**config.mk**
```make
export PLATFORM = sky130hd
export DESIGN_NAME = ibex_irq_arbiter
export DESIGN_NICKNAME = d
export VERILOG_FILES = /design/src/rtl/ibex_defines.sv /design/src/rtl/ibex_irq_prio_enc.sv /design/src/rtl/ibex_irq_arbiter.sv
export SDC_FILE = /design/constraint.sdc
export NUM_CORES = 1
export LEC_CHECK = 0
export CAP_MARGIN = 25
export CELL_PAD_IN_SITES_DETAIL_PLACEMENT = 0
export CELL_PAD_IN_SITES_GLOBAL_PLACEMENT = 1
export CORE_MARGIN = 1
export CORE_UTILIZATION = 31
export CTS_CLUSTER_DIAMETER = 40
export DETAILED_ROUTE_END_ITERATION = 16
export PLACE_DENSITY_LB_ADDON = 0.1
export SLEW_MARGIN = 40
export SYNTH_ARGS = -nofsm -noshare
export SYNTH_HDL_FRONTEND = slang
export SYNTH_HIERARCHICAL = 1
export SYNTH_SLANG_ARGS = --single-unit
```
**constraint.sdc**
```tcl
create_clock -name clk -period 2.4 [get_ports clk]
set_clock_uncertainty 0.1 [all_clocks]
set_input_delay 0.36 -clock clk [delete_from_list [all_inputs] [get_ports clk]]
set_output_delay 0.36 -clock clk [all_outputs]
set_load 0.01 [all_outputs]
```
**src/rtl/ibex_defines.sv**
```systemverilog
// Shared types and constants for the interrupt arbitration logic.
package ibex_defines;
    localparam int IRQ_ID_W = 5;

    typedef enum logic [1:0] {
        IRQ_ARB_IDLE,
        IRQ_ARB_REQ,
        IRQ_ARB_SERVICE
    } irq_arb_state_e;
endpackage

```
**src/rtl/ibex_irq_prio_enc.sv**
```systemverilog
// Find-first-set over the request vector; the lowest index has the highest priority.
module ibex_irq_prio_enc
    import ibex_defines::*;
#(
    parameter int N_IRQ = 32
) (
    input  logic [N_IRQ-1:0]    req,
    output logic [IRQ_ID_W-1:0] sel,
    output logic                any
);

    // Scanning downwards means the last hit written is the lowest set bit.
    always_comb begin
        sel = '0;
        any = 1'b0;
        for (int i = N_IRQ - 1; i >= 0; i--) begin
            if (req[i]) begin
                sel = IRQ_ID_W'(i);
                any = 1'b1;
            end
        end
    end

endmodule

```
**src/rtl/ibex_irq_arbiter.sv**
```systemverilog
// Fixed-priority interrupt arbiter with per-source claim/complete tracking.
// A claimed source stays masked until its completion arrives.
module ibex_irq_arbiter
    import ibex_defines::*;
#(
    parameter int N_IRQ = 32
) (
    input  logic                clk,
    input  logic                rst_n,
    input  logic [N_IRQ-1:0]    irq_src_i,
    input  logic [N_IRQ-1:0]    irq_en_i,
    input  logic                irq_ack_i,
    input  logic                irq_kill_i,
    input  logic                irq_cmpl_i,
    input  logic [IRQ_ID_W-1:0] irq_cmpl_id_i,
    output logic                irq_o,
    output logic [IRQ_ID_W-1:0] irq_id_o,
    output logic [N_IRQ-1:0]    irq_pending_o,
    output logic [N_IRQ-1:0]    irq_busy_o
);

    irq_arb_state_e        state_q;
    logic                  irq_q;
    logic [IRQ_ID_W-1:0]   id_q;
    logic [N_IRQ-1:0]      pending_q;
    logic [N_IRQ-1:0]      busy_q;

    logic [N_IRQ-1:0]      cand;
    logic [N_IRQ-1:0]      busy_set;
    logic [N_IRQ-1:0]      busy_clr;
    logic [IRQ_ID_W-1:0]   sel;
    logic                  any;

    // Completion ids outside the source range match no bit and are dropped.
    always_comb begin
        cand     = pending_q & ~busy_q;
        busy_set = '0;
        busy_clr = '0;
        for (int i = 0; i < N_IRQ; i++) begin
            busy_set[i] = (state_q == IRQ_ARB_REQ) && irq_ack_i && (id_q == IRQ_ID_W'(i));
            busy_clr[i] = irq_cmpl_i && (irq_cmpl_id_i == IRQ_ID_W'(i));
        end
    end

    ibex_irq_prio_enc #(
        .N_IRQ (N_IRQ)
    ) u_prio_enc (
        .req (cand),
        .sel (sel),
        .any (any)
    );

    always_ff @(posedge clk) begin
        if (!rst_n) begin
            state_q   <= IRQ_ARB_IDLE;
            irq_q     <= 1'b0;
            id_q      <= '0;
            pending_q <= '0;
            busy_q    <= '0;
        end else begin
            pending_q <= irq_src_i & irq_en_i & ~busy_q;
            // Set is ORed in last so an ack beats a same-cycle completion of that bit.
            busy_q    <= (busy_q & ~busy_clr) | busy_set;
            case (state_q)
                IRQ_ARB_IDLE: begin
                    if (any) begin
                        id_q    <= sel;
                        irq_q   <= 1'b1;
                        state_q <= IRQ_ARB_REQ;
                    end
                end
                IRQ_ARB_REQ: begin
                    if (irq_ack_i) begin
                        irq_q   <= 1'b0;
                        state_q <= IRQ_ARB_SERVICE;
                    end else if (irq_kill_i) begin
                        irq_q   <= 1'b0;
                        state_q <= IRQ_ARB_IDLE;
                    end
                end
                IRQ_ARB_SERVICE: begin
                    if (irq_cmpl_i && (irq_cmpl_id_i == id_q)) begin
                        state_q <= IRQ_ARB_IDLE;
                    end
                end
                default: begin
                    irq_q   <= 1'b0;
                    state_q <= IRQ_ARB_IDLE;
                end
            endcase
        end
    end

    assign irq_o         = irq_q;
    assign irq_id_o      = id_q;
    assign irq_pending_o = pending_q;
    assign irq_busy_o    = busy_q;

endmodule
```
==> flow_summary_export.csv, run 1 <==
group,metric,value,unit
yosys,synth_area,3460,um^2
pwr,power,3040,uW
floorplanning,die-width,108,um
critical_path,crit_path_top_delay_cell,"sky130_fd_sc_hd__dfxtp_1",
timing,fin_crit_sh,91.3,%
critical_path,cp_data_required_time,2.55,ns
timing,max_freq,456,MHz
pwr,worst_ir_drop_vdd,0.353,mV
clocking,max-clock-path-buffers,2,
critical_path,worstSetupEndpointType,"flip-flop",
floorplanning,std_cell_rows,38,
routing,detail_route.iter0.violations,134,
routing,drt_pre_antenna_iters,4,
yosys,post_synth_edffs,0,
timing,timing_hold_violations_final,0,
critical_path,crit_chain,"nor2b_1 > nor4_1 > nand3_1 > nor3_1 > nand3b_1 > nor3b_2 > mux2i_1 > nor2b_1",
timing,finalMaxSlewViolations,0,
min_path,timing.hold.worst.class,"in -> reg",
routing,detail-route-antenna-nets,0,
outcome,status,"complete, no violations",
yosys,postSynthNetCount,444,
yosys,async_reset_ff_share,0,%
global_routing,antenna_found_initial,0,
cells_and_area,diodes,0,
global_routing,gr-usage-all-layers,20.6,%
flow_run,max_cap_viol_count,0,
floorplanning,start_util,31.9,%
routing,drt_drc_violations_left,0,
critical_path,worstPathArrival,2.34,ns
global_routing,grt_pass1_wl,18.0,mm
critical_path,cp_max_fo,5,
placed_design,dp.final_hpwl,8.62,mm
clocking,tritoncts,"built",
cells_and_area,synthToLayoutAreaGrowth,51.8,%
yosys,yosysWarningCount,6,
clocking,cts_setup_buffers,0,
floorplanning,fp.coreArea,10800,um^2
clocking,root_buffer_master,"sky130_fd_sc_hd__clkbuf_8",
yosys,seq_area_frac_synth,41.6,%
clocking,cts_sinks,72,
floorplanning,top_level_ports,144,
routing,drt-vias-per-instance,5.15,
global_routing,grt_overflow,0,
critical_path,worst-setup-path-type,"reg -> reg",
clocking,cts.clk_slew.worst_paths,0.07,ns
placed_design,place_congestion,0.813,
clocking,cts_htree_levels,3,
cells_and_area,design.final.nets,588,
clocking,post_cts_hold_buffer_count,0,
global_routing,first_global_vias,3390,
global_routing,grt_max_degree,49,
cells_and_area,layout-drive-gt1-share,8.09,%
timing,relSlewSlack,58.5,%
yosys,yosys_register_bits,72,
yosys,synth-main-ff-cell,"sky130_fd_sc_hd__dfxtp_1",
critical_path,crit_path_start_kind,"flip-flop",
pwr,power.density,577,nW/um^2
timing,grt_setup_unrepaired,"false",
timing,max_slew.worst_pin.slew,0.620,ns
clocking,insertion_delay,0.36,ns
floorplanning,floorplan.die_area,11600,um^2
critical_path,critical-path-top-cell-by-count,"sky130_fd_sc_hd__nor2b_1",
critical_path,cpPeakStageDelay,0.38,ns
timing,layout_min_cycle_time,2.19,ns
yosys,synthesis.instances,370,
floorplanning,die_h,108,um
clocking,post_cts.resized_instances,0,
placed_design,port_buffers,143,
yosys,synth_cell_types,46,
timing,timing.setup.tns,0,ns
routing,routed_wl_per_cell,17.6,um
routing,total_via_count_after_detailed_routing,3394,
timing,report.final.setup_viol,0,
pwr,total_leakage_power,0.00197,uW
routing,drt-total-wl,11.6,mm
yosys,syn-mean-instance-area,9.36,um^2
clocking,numCtsBuffers,9,
registers in the layout (all words and copies together) (netlist names):
name           count
irq_o              1
state_q            2
irq_id_o           5
irq_pending_o     32
irq_busy_o        32
area by class of cell:
cell class / instances / area (um^2)
clock inverter: 7 / 120
multi-input combinational: 268 / 1840
fill: 1064 / 5580
sequential: 72 / 1440
inverter: 7 / 26.3
tap: 140 / 175
clock buffer: 9 / 124
timing repair buffer: 156 / 1540
path summary, 6_finish.rpt:
| check | from | endpoint | slack, ns | cells after the start |
|---|---|---|---|---|
| setup / recovery | irq_busy_o[24] | irq_id_o[0] | 0.21 | 8 |
| hold / removal | rst_n | irq_busy_o[29] | 0.40 | 2 |
| setup reg to reg | irq_busy_o[24] | irq_id_o[0] | 0.21 | 8 |
| hold reg to reg | irq_busy_o[14] | irq_busy_o[14] | 0.41 | 2 |
layout by cell type (no fill, tap or decap), types with 7 or more instances in the layout:
master and n:
sky130_fd_sc_hd__clkdlybuf4s50_1 142, sky130_fd_sc_hd__dfxtp_1 72, sky130_fd_sc_hd__nor2b_1 40, sky130_fd_sc_hd__o21ai_0 36
sky130_fd_sc_hd__and4b_1 32, sky130_fd_sc_hd__nand3_1 26, sky130_fd_sc_hd__a21boi_0 19, sky130_fd_sc_hd__nor2_1 15
sky130_fd_sc_hd__a21boi_1 14, sky130_fd_sc_hd__buf_4 12, sky130_fd_sc_hd__nand4_1 9, sky130_fd_sc_hd__a21oi_1 9
sky130_fd_sc_hd__clkbuf_8 9, sky130_fd_sc_hd__inv_1 7
worst max-delay path, delay by kind of cell (launching register included):
| kind | cells | cell delay (ns) |
|---|---|---|
| multiplexers | 1 | 0.18 |
| flip-flops | 1 | 0.38 |
| AND/OR/NAND/NOR | 7 | 1.42 |
layer usage:
metal | share of wire [%] | track usage, % | vias to the layer above
met4 | 1.8 | 6.36 | 0
met5 | 0 | 0 | -
met3 | 6.3 | 5.81 | 15
met2 | 48 | 35.0 | 116
li1 | - | - | 1657
met1 | 44 | 25.1 | 1606
logic make-up after synthesis:
| group | after synthesis | share of synthesized area [%] |
|---|---|---|
| buf+inv | 30 | 5.56 |
| simple gates | 167 | 33.5 |
| flops | 72 | 41.6 |
| xor+xnor | 5 | 1.26 |
| compound gates | 91 | 16.6 |
| mux | 5 | 1.45 |
report_power, final:
part / internal (uW) / total, uW / switching [uW]
registers: 1240 / 1270 / 39.1
clock network: 692 / 1180 / 484
logic: 311 / 585 / 274
total: 2240 / 3040 / 797
synthesized netlist by cell type, types with 4 or more instances:
cell type                  number  area share (%)
sky130_fd_sc_hd__buf_4          4            0.87
sky130_fd_sc_hd__clkbuf_1       9            0.98
sky130_fd_sc_hd__nor2_1        15             1.6
sky130_fd_sc_hd__nor3_1         6            0.87
sky130_fd_sc_hd__and4b_1       32             9.2
sky130_fd_sc_hd__nor4_1         6             1.1
sky130_fd_sc_hd__a21oi_1        9             1.3
sky130_fd_sc_hd__nand3_1       26             3.8
sky130_fd_sc_hd__a21boi_0      19             4.1
sky130_fd_sc_hd__dfxtp_1       72              42
sky130_fd_sc_hd__o21ai_0       36             5.2
sky130_fd_sc_hd__nand2_1        4            0.43
sky130_fd_sc_hd__buf_6          6             2.0
sky130_fd_sc_hd__inv_1          7            0.76
sky130_fd_sc_hd__xor2_1         5             1.3
sky130_fd_sc_hd__nor2b_1       40             7.2
sky130_fd_sc_hd__mux2i_1        5             1.4
sky130_fd_sc_hd__nor3b_1        5             1.1
sky130_fd_sc_hd__a21boi_1      14             3.0
sky130_fd_sc_hd__nand4_1        9             1.6
stage by stage:
step                instances  util [%]  area (um^2)  setup slack, ns  hold WS (ns)
finish                    659      48.5         5260            0.208         0.398
global route              659      48.5         5260           0.0305         0.416
CTS                       659      48.5         5260            0.188         0.393
detailed placement        643      46.3         5010            0.191         0.398
global placement          643      46.3         5010            0.276         0.392
floorplan                 370         -         3460            0.471         0.414
Note: power is estimated with default switching activity, not from simulation.
==> inputs of run 2 (changes only) <==
--- a/config.mk
+++ b/config.mk
@@ -8,11 +8,11 @@
 export CAP_MARGIN = 25
 export CELL_PAD_IN_SITES_DETAIL_PLACEMENT = 0
 export CELL_PAD_IN_SITES_GLOBAL_PLACEMENT = 1
-export CORE_MARGIN = 1
+export CORE_MARGIN = 2
 export CORE_UTILIZATION = 31
 export CTS_CLUSTER_DIAMETER = 40
 export DETAILED_ROUTE_END_ITERATION = 16
-export PLACE_DENSITY_LB_ADDON = 0.1
+export PLACE_DENSITY_LB_ADDON = 0.08
 export SLEW_MARGIN = 40
 export SYNTH_ARGS = -nofsm -noshare
 export SYNTH_HDL_FRONTEND = slang
==> flow_summary_export.csv, run 2 (synthesis gave the netlist of run 1 again) <==
group,metric,value,unit
cells_and_area,layout.cells.most_common,"sky130_fd_sc_hd__clkdlybuf4s50_1",
routing,drt_drc_violations_left,0,
cells_and_area,filler_cell_count,1066,
global_routing,grt_pass1_wl,18.2,mm
routing,drt-total-wl,11.9,mm
critical_path,cp_data_required_time,2.55,ns
clocking,root_buffer_master,"sky130_fd_sc_hd__clkbuf_8",
cells_and_area,design.final.nets,589,
critical_path,worstSetupEndpointType,"flip-flop",
routing,total_via_count_after_detailed_routing,3397,
global_routing,top_usage_layer,"met2",
clocking,cts_sinks,72,
cells_and_area,multiInputGateArea,1840,um^2
critical_path,crit_path_start_kind,"flip-flop",
clocking,insertion_delay,0.36,ns
timing,max_slew.worst_pin.slew,0.696,ns
routing,detail-route-antenna-nets,0,
floorplanning,start_util,31.8,%
global_routing,grt_overflow,0,
cells_and_area,most-common-layout-cells,"sky130_fd_sc_hd__clkdlybuf4s50_1 (142), sky130_fd_sc_hd__dfxtp_1 (72), sky130_fd_sc_hd__nor2b_1 (40)",
clocking,cts.clk_slew.worst_paths,0.08,ns
routing,drt-vias-per-instance,5.15,
timing,relSlewSlack,53.4,%
outcome,status,"complete, no violations",
global_routing,first_global_vias,3411,
floorplanning,floorplan.die_area,12000,um^2
clocking,post_cts_hold_buffer_count,0,
pwr,power,2970,uW
pwr,total_leakage_power,0.00197,uW
timing,layout_min_cycle_time,2.14,ns
routing,detail_route.iter0.violations,184,
critical_path,regToRegSetupSlack,0.26,ns
timing,timing.setup.tns,0,ns
timing,grt_setup_unrepaired,"false",
floorplanning,std_cell_rows,38,
floorplanning,die_h,110,um
timing,finalMaxSlewViolations,0,
cells_and_area,diodes,0,
floorplanning,die-width,110,um
timing,timing_hold_violations_final,0,
global_routing,antenna_found_initial,0,
routing,routed_wl_per_cell,18.0,um
critical_path,crit_end,"irq_id_o[2]",
clocking,cts_setup_buffers,0,
critical_path,regToRegEndpoint,"irq_id_o[2]",
global_routing,gr-usage-met3,5.39,%
cells_and_area,layout-drive-gt1-share,8.46,%
cells_and_area,ff_latch_area,1440,um^2
critical_path,cp_max_fo,5,
global_routing,gr-usage-met2,34.1,%
critical_path,worstPathArrival,2.29,ns
timing,fin_crit_sh,89.3,%
clocking,tritoncts,"built",
placed_design,dp.final_hpwl,8.94,mm
critical_path,r2r.worst_path.cells,8,
floorplanning,top_level_ports,144,
timing,report.final.setup_viol,0,
critical_path,r2r-start,"irq_busy_o[24]",
global_routing,gr-usage-all-layers,20.2,%
cells_and_area,synthToLayoutAreaGrowth,51.8,%
placed_design,port_buffers,143,
routing,drt_pre_antenna_iters,4,
pwr,power.density,564,nW/um^2
min_path,timing.hold.worst.class,"in -> reg",
floorplanning,fp.coreArea,10900,um^2
flow_run,max_cap_viol_count,0,
placed_design,place_congestion,0.828,
critical_path,critical_path.startpoint,"irq_busy_o[24]",
global_routing,global_route.usage.met1,25.2,%
clocking,max-clock-path-buffers,2,
clocking,cts_htree_levels,3,
timing,max_freq,467,MHz
global_routing,grt_max_degree,49,
critical_path,worst-setup-path-type,"reg -> reg",
clocking,numCtsBuffers,9,
pwr,worst_ir_drop_vdd,0.240,mV
min_path,source_of_the_worst_hold_timing_path,"rst_n",
run 2: cell types whose count changed in the layout (fill, tap and decap cells not counted):
cell | previous run | this run
sky130_fd_sc_hd__clkbuf_8 | 9 | 10
sky130_fd_sc_hd__buf_4 | 12 | 13
sky130_fd_sc_hd__nor3_1 | 6 | 5
sky130_fd_sc_hd__bufinv_16 | 3 | 2
sky130_fd_sc_hd__clkinvlp_4 | 1 | 0
sky130_fd_sc_hd__inv_6 | 0 | 1
sky130_fd_sc_hd__nor3_2 | 0 | 1
run 2: worst max-delay path: stages (launching register included):
cell	delay (ns)
sky130_fd_sc_hd__dfxtp_1	0.38
sky130_fd_sc_hd__nor2b_1	0.09
sky130_fd_sc_hd__nor4_1	0.35
sky130_fd_sc_hd__nand3_1	0.17
sky130_fd_sc_hd__nor3_2	0.30
sky130_fd_sc_hd__nand3b_1	0.17
sky130_fd_sc_hd__nor3b_2	0.24
sky130_fd_sc_hd__mux2i_1	0.17
sky130_fd_sc_hd__nor2b_1	0.06
run 2: through the flow:
step	cell area [um^2]	instances	setup slack, ns	util [%]	hold slack, ns
after detailed placement	5020	644	0.199	46.1	0.399
after CTS	5250	660	0.172	48.2	0.388
after floorplan	3460	370	0.471	-	0.414
final	5260	660	0.257	48.3	0.391
after global placement	5020	644	0.255	46.1	0.390
after global routing	5260	660	0.0373	48.3	0.400
run 2: per-layer routing:
layer	share of wire (%)	vias to the layer above
met5	0	-
met4	1.9	0
met3	7.9	20
met2	46	127
met1	44	1587
li1	-	1663
run 2: power by group:
group | internal (uW) | switching [uW]
Clock | 619 | 490
Sequential | 1240 | 43.0
Combinational | 309 | 270
run 2: cell type report:
class	instances	share of cell area, %
multi-input cells	268	35.0
repair buffers	157	29.4
flip-flops and latches	72	27.4
well taps	140	3.33
clock buffers	10	2.62
clock inverters	6	1.74
inverters	7	0.500
run 2: worst min-delay path by stage:
| stage | to | slack, ns | cells after the start |
|---|---|---|---|
| 2_1_floorplan | irq_busy_o[10] | 0.41 | 2 |
| 3_3_place_gp | irq_busy_o[14] | 0.39 | 2 |
| 3_5_place_dp | irq_busy_o[14] | 0.40 | 2 |
| 4_1_cts | irq_o | 0.39 | 2 |
| 5_1_grt | irq_o | 0.40 | 2 |
| 6_report | irq_o | 0.39 | 2 |
run 2: repair_timing:
action                                  in CTS  in global routing
endpoints found under the setup margin       0                  5
endpoints found under the hold margin        0                  0
resized for setup                            0                  1
==> inputs of run 3 (changes only) <==
--- a/config.mk
+++ b/config.mk
@@ -5,6 +5,7 @@
 export SDC_FILE = /design/constraint.sdc
 export NUM_CORES = 1
 export LEC_CHECK = 0
+export ABC_CLOCK_PERIOD_IN_PS = 2400
 export CAP_MARGIN = 25
 export CELL_PAD_IN_SITES_DETAIL_PLACEMENT = 0
 export CELL_PAD_IN_SITES_GLOBAL_PLACEMENT = 1
==> results of run 3 <==
No change in the layout: final DEF, timing and power equal those of run 2.
